===== src/rtl/mbe_pp_accum_if.sv =====
// rtl/mbe_pp_accum_if.sv - Booth digit bundle in / signed product out handshake bundle.
// err is present only when MBE_PP_ILLEGAL_CHK_EN is defined.
interface mbe_pp_accum_if #(
   parameter int WIDTH = 8
);
   localparam int NDIG = WIDTH / 2;

   logic                 in_valid;
   logic                 in_ready;
   logic [WIDTH-1:0]     a;
   logic [NDIG-1:0]      single;
   logic [NDIG-1:0]      double;
   logic [NDIG-1:0]      neg;
   logic                 out_valid;
   logic                 out_ready;
   logic [2*WIDTH-1:0]   product;
`ifdef MBE_PP_ILLEGAL_CHK_EN
   logic                 err;

   modport master (
      output in_valid, a, single, double, neg, out_ready,
      input  in_ready, out_valid, product, err
   );
   modport slave (
      input  in_valid, a, single, double, neg, out_ready,
      output in_ready, out_valid, product, err
   );
`else
   modport master (
      output in_valid, a, single, double, neg, out_ready,
      input  in_ready, out_valid, product
   );
   modport slave (
      input  in_valid, a, single, double, neg, out_ready,
      output in_ready, out_valid, product
   );
`endif
endinterface


===== src/rtl/mbe_pp_accum.sv =====
// rtl/mbe_pp_accum.sv - Sequential radix-4 Booth digit decoder/accumulator, one digit per clock.
// Optional illegal-digit (single&double) flag under MBE_PP_ILLEGAL_CHK_EN.
module mbe_pp_accum #(
   parameter int WIDTH = 8
) (
   input  logic          clk,
   input  logic          rst_n,
   mbe_pp_accum_if.slave bus
);
   localparam int NDIG = WIDTH / 2;
   localparam int PW   = 2 * WIDTH;
   localparam int CW   = (NDIG > 1) ? $clog2(NDIG) : 1;
   localparam logic [CW-1:0] LAST = CW'(NDIG - 1);

   typedef enum logic [1:0] {
      IDLE = 2'd0,
      RUN  = 2'd1,
      DONE = 2'd2
   } state_t;

   state_t          state;
   logic [CW-1:0]   cnt;
   logic [PW-1:0]   acc;
   logic [WIDTH-1:0] a_r;
   logic [NDIG-1:0] single_r;
   logic [NDIG-1:0] double_r;
   logic [NDIG-1:0] neg_r;
   logic            in_ready_r;
   logic            out_valid_r;

   logic [PW-1:0]   a_ext;
   logic [PW-1:0]   mag;
   logic [PW-1:0]   pp;
   logic [PW-1:0]   pp_shift;

   // Digit k contributes d_k * A * 4^k; double wins over single if both are set.
   always_comb begin
      a_ext    = {{WIDTH{a_r[WIDTH-1]}}, a_r};
      mag      = '0;
      if (double_r[cnt])
         mag = {a_ext[PW-2:0], 1'b0};
      else if (single_r[cnt])
         mag = a_ext;
      pp       = neg_r[cnt] ? (~mag + PW'(1)) : mag;
      pp_shift = pp << {cnt, 1'b0};
   end

`ifdef MBE_PP_ILLEGAL_CHK_EN
   logic err_r;
`endif

   always_ff @(posedge clk or negedge rst_n) begin
      if (!rst_n) begin
         state       <= IDLE;
         cnt         <= '0;
         acc         <= '0;
         a_r         <= '0;
         single_r    <= '0;
         double_r    <= '0;
         neg_r       <= '0;
         in_ready_r  <= 1'b1;
         out_valid_r <= 1'b0;
`ifdef MBE_PP_ILLEGAL_CHK_EN
         err_r       <= 1'b0;
`endif
      end else begin
         case (state)
            IDLE: begin
               if (bus.in_valid) begin
                  a_r        <= bus.a;
                  single_r   <= bus.single;
                  double_r   <= bus.double;
                  neg_r      <= bus.neg;
                  acc        <= '0;
                  cnt        <= '0;
                  in_ready_r <= 1'b0;
                  state      <= RUN;
               end
            end
            RUN: begin
               acc <= acc + pp_shift;
               cnt <= cnt + CW'(1);
               if (cnt == LAST) begin
                  out_valid_r <= 1'b1;
                  state       <= DONE;
`ifdef MBE_PP_ILLEGAL_CHK_EN
                  // Flag is only presented alongside the product it describes.
                  err_r       <= |(single_r & double_r);
`endif
               end
            end
            DONE: begin
               if (bus.out_ready) begin
                  out_valid_r <= 1'b0;
                  in_ready_r  <= 1'b1;
                  state       <= IDLE;
`ifdef MBE_PP_ILLEGAL_CHK_EN
                  err_r       <= 1'b0;
`endif
               end
            end
            default: begin
               in_ready_r  <= 1'b1;
               out_valid_r <= 1'b0;
               state       <= IDLE;
            end
         endcase
      end
   end

   assign bus.in_ready  = in_ready_r;
   assign bus.out_valid = out_valid_r;
   assign bus.product   = acc;
`ifdef MBE_PP_ILLEGAL_CHK_EN
   assign bus.err       = err_r;
`endif
endmodule


===== src/flat_wrapper.sv =====
// flat-port wrapper written by rule: the top's interface ports become plain ports
module mbe_pp_accum_flat 
#(
   parameter int WIDTH = 8
)
  (clk, rst_n, bus_in_valid, bus_a, bus_single, bus_double, bus_neg, bus_out_ready, bus_in_ready, bus_out_valid, bus_product);
  mbe_pp_accum_if #(.WIDTH(WIDTH)) bus_i ();
  input  logic clk;
  input  logic rst_n;
  input wire logic [$bits(bus_i.in_valid)-1:0] bus_in_valid;
  input wire logic [$bits(bus_i.a)-1:0] bus_a;
  input wire logic [$bits(bus_i.single)-1:0] bus_single;
  input wire logic [$bits(bus_i.double)-1:0] bus_double;
  input wire logic [$bits(bus_i.neg)-1:0] bus_neg;
  input wire logic [$bits(bus_i.out_ready)-1:0] bus_out_ready;
  output wire logic [$bits(bus_i.in_ready)-1:0] bus_in_ready;
  output wire logic [$bits(bus_i.out_valid)-1:0] bus_out_valid;
  output wire logic [$bits(bus_i.product)-1:0] bus_product;
  assign bus_i.in_valid = bus_in_valid;
  assign bus_i.a = bus_a;
  assign bus_i.single = bus_single;
  assign bus_i.double = bus_double;
  assign bus_i.neg = bus_neg;
  assign bus_i.out_ready = bus_out_ready;
  assign bus_in_ready = bus_i.in_ready;
  assign bus_out_valid = bus_i.out_valid;
  assign bus_product = bus_i.product;
  mbe_pp_accum #(.WIDTH(WIDTH)) u_core (.clk(clk), .rst_n(rst_n), .bus(bus_i));
endmodule

===== config.mk =====
export PLATFORM = sky130hd
export DESIGN_NAME = mbe_pp_accum_flat
export DESIGN_NICKNAME = d
export VERILOG_FILES = /design/src/rtl/mbe_pp_accum_if.sv /design/src/rtl/mbe_pp_accum.sv /design/src/flat_wrapper.sv
export SDC_FILE = /design/constraint.sdc
export NUM_CORES = 1
export LEC_CHECK = 0
export CAP_MARGIN = 10
export CORE_MARGIN = 8
export CORE_UTILIZATION = 33
export DETAILED_ROUTE_END_ITERATION = 16
export PLACE_DENSITY_LB_ADDON = 0.1
export SETUP_SLACK_MARGIN = 0.5
export SLEW_MARGIN = 20
export SYNTH_ARGS = -nofsm -noshare
export SYNTH_HDL_FRONTEND = slang
export SYNTH_SLANG_ARGS = --single-unit

===== constraint.sdc =====
create_clock -name clk -period 6.7 [get_ports clk]
set_input_delay 0.67 -clock clk [delete_from_list [all_inputs] [get_ports clk]]
set_output_delay 0.67 -clock clk [all_outputs]
set_load 0.02 [all_outputs]

==> results.cfg <==
[floorplanning]
die_x_microns = 115
core-area_sq_um = 9680
fp.dieH_microns = 115
start_util_pct = 33.6
dieArea_sq_um = 13300
io_pins = 42
fp-row-count = 36

[clocking]
htreeDepth = 2
numCtsBuffers = 5
hold_buffers = 0
cts_sinks = 42
cts-root-buf = clkbuf_8
post-cts-setup-buffer-count = 0
insertion_delay_ps = 300
clock_path_buffers = 2
cts_tree = built
ctsResizeCount = 0
path_clk_slew_ps = 90

[grt]
grt_pass1_vias = 2730
grt_overflow_total = 0
grt_use_total_pct = 13.2
grt_antenna_before_repair = 0
grt_pass1_wl_microns = 14100
grt_max_degree = 43

[worst_setup_path]
path_cells = mux4_2 > nor2b_4 > nand2_1 > ha_1 > nor2_1 > xor2_1 > mux2i_1 > and2_1 > ha_1 > a21o_1 > a21oi_1 > o21ai_0 > a31oi_1 > o21ai_0 > xnor2_1 > o22ai_1
criticalPathCategory = flop to flop
crit_fanout = 24
end_kind = flop
cpMaxStageDelayCell = dfrtp_1
startpoint_type = flop
reg2reg_slack_ps = 1800
reg2regPathDepth = 16
r2r_end = u_core.bus.product[10]
cp.required_ps = 6850
cpPeakStageDelay_ps = 880
rr_startpoint = u_core.cnt[1]
worstPathArrival_ps = 5050

[yosys]
synth.area.mux_share_pct = 13.4
synth_edf_count = 0
synth_top_family_by_area = compound AO/OA/AOI/OAI gates
synth_xor_area_share_pct = 4.03
post-synth-top-area-cell = dfrtp_1
syn-num-nets = 406
yosys-top-cells-area = dfrtp_1 31%, mux2_2 8.3%, ha_1 7.3%
async_flop_share_pct = 100
ys.flop_type = dfrtp_1
synth_cells = 362
synthDistinctLibCells = 60
yosys_warnings = 0
synth_compound_area_share_pct = 21.6
synthSimpleGateAreaFrac_pct = 16.7
seq_area_frac_synth_pct = 32.3
avgSynthCellArea_sq_um = 9.00
synth_adder_area_share_pct = 7.91
ys_seq_elements = 42
syn_area_sq_um = 3260
synth_top_area_share_pct = 31.5

[status]
status = complete, no violations

[final_layout]
drive_gt1_share_pct = 12.5
areaGrowthSynthToFinish_pct = 18.8
n_antenna_cell = 0
design_area_sq_um = 3870
final_cell_mix = 41 x dfrtp_1, 40 x clkdlybuf4s50_1, 37 x nand2_1, 27 x o21ai_0, 25 x nor2_1
fin_cells = 526
layout.nets = 436
final_common_cell = dfrtp_1

[timing]
rsz0062_at_grt = false
finalCriticalPeriod_ps = 4900
finalClockSkew_ps = 5.84
hold_viol = 0
finalCritPeriodShare_pct = 73.1
holdWs_ps = 355
drv_slew = 0
setup_tns_ps = 0
max_slew.worst_pin.slew_ps = 1050
setup_viol = 0
fmax_mhz = 204
max_slew_margin_pct = 29.7

[route]
post_drt_wl_per_cell_microns = 16.2
wl_microns = 8540
num_vias = 2801
ant_nets = 0
drtIter0Drc = 155
drc_errors = 0
dr.pass1.iters = 4
routed_via_density = 5.33

[placement]
portBuffers = 41
dpl.hpwl_microns = 6290
post_dp_cell_area_sq_um = 3760
gp_congestion = 0.831
placed_cells = 518

[hold_path]
hp-class = primary input to async pin

[run]
drv_cap = 0
[metrics by stage]
stage / worst slack, ps / utilization [%]
2_1_floorplan: 2690 / -
3_3_place_gp: 1850 / 38.8
3_5_place_dp: 1840 / 38.8
4_1_cts: 1800 / 39.9
5_1_grt: 1450 / 40.0
6_report: 1800 / 40.0
[area by class of cell]
class	count	area, sq um
flip-flops and latches	42	1050
inverters	7	26.3
multi-input cells	291	2080
well taps	133	166
clock buffers	5	68.8
fillers	998	5810
repair buffers	45	438
clock inverters	3	40.0
[routing by layer]
metal / vias to the layer above / track usage [%] / routed length (microns)
li1: 1399 / - / -
met1: 1343 / 18.1 / 4060
met2: 51 / 20.6 / 3980
met3: 8 / 2.31 / 405
met4: 0 / 3.50 / 98
met5: - / 0 / 0
[synth_stat cells, types with 4 or more instances]
library cell  count
dfrtp_1          41
nand2_1          37
o21ai_0          27
nor2_1           26
mux2_2           24
a21oi_1          19
ha_1             19
clkbuf_1         16
o22ai_1          12
mux2i_1          10
nand3_1          10
nor3_1           10
xor2_1            9
a211oi_1          6
a21o_1            6
inv_1             6
xnor2_1           6
a31oi_1           5
nand2b_1          4
nor3b_1           4
o211ai_1          4
[critical path, delay by kind of cell, from the launching register on]
kind,cells,cell delay (ps)
mux,2,730
fa+ha+maj,2,590
flops,1,880
xor+xnor,2,420
compound gates,6,1360
simple gates,4,770
[cell families (layout without fill, tap and decap cells)]
group                    count (synthesis)  in the layout
AND/OR/NAND/NOR                        111            111
AO/OA/AOI/OAI                          108            108
flip-flops                              42             42
multiplexers                            37             37
buffers and inverters                   29             60
adder cells (fa/ha/maj)                 20             20
XOR/XNOR                                15             15
[state kept, by name, indices dropped and copies added, names as in the netlist]
register / cells
u_core.state: 2
u_core.a_r: 8
u_core.cnt: 2
u_core.bus.out_valid: 1
u_core.double_r: 4
u_core.single_r: 4
u_core.bus.product: 16
u_core.neg_r: 4
u_core.bus.in_ready: 1
[worst max path at each step]
stage                        from                      to  slack [ps]  cells after the start
global placement    u_core.cnt[1]  u_core.bus.product[10]        1850                     16
floorplan           u_core.cnt[0]  u_core.bus.product[15]        2690                     18
global route        u_core.cnt[1]  u_core.bus.product[10]        1450                     16
finish              u_core.cnt[1]  u_core.bus.product[10]        1800                     16
detailed placement  u_core.cnt[1]  u_core.bus.product[10]        1840                     16
CTS                 u_core.cnt[1]  u_core.bus.product[10]        1800                     16
Power is left out: the tool's default activity adds up to more than one toggle a clock period on the data nets, which glitch-free logic cannot reach.
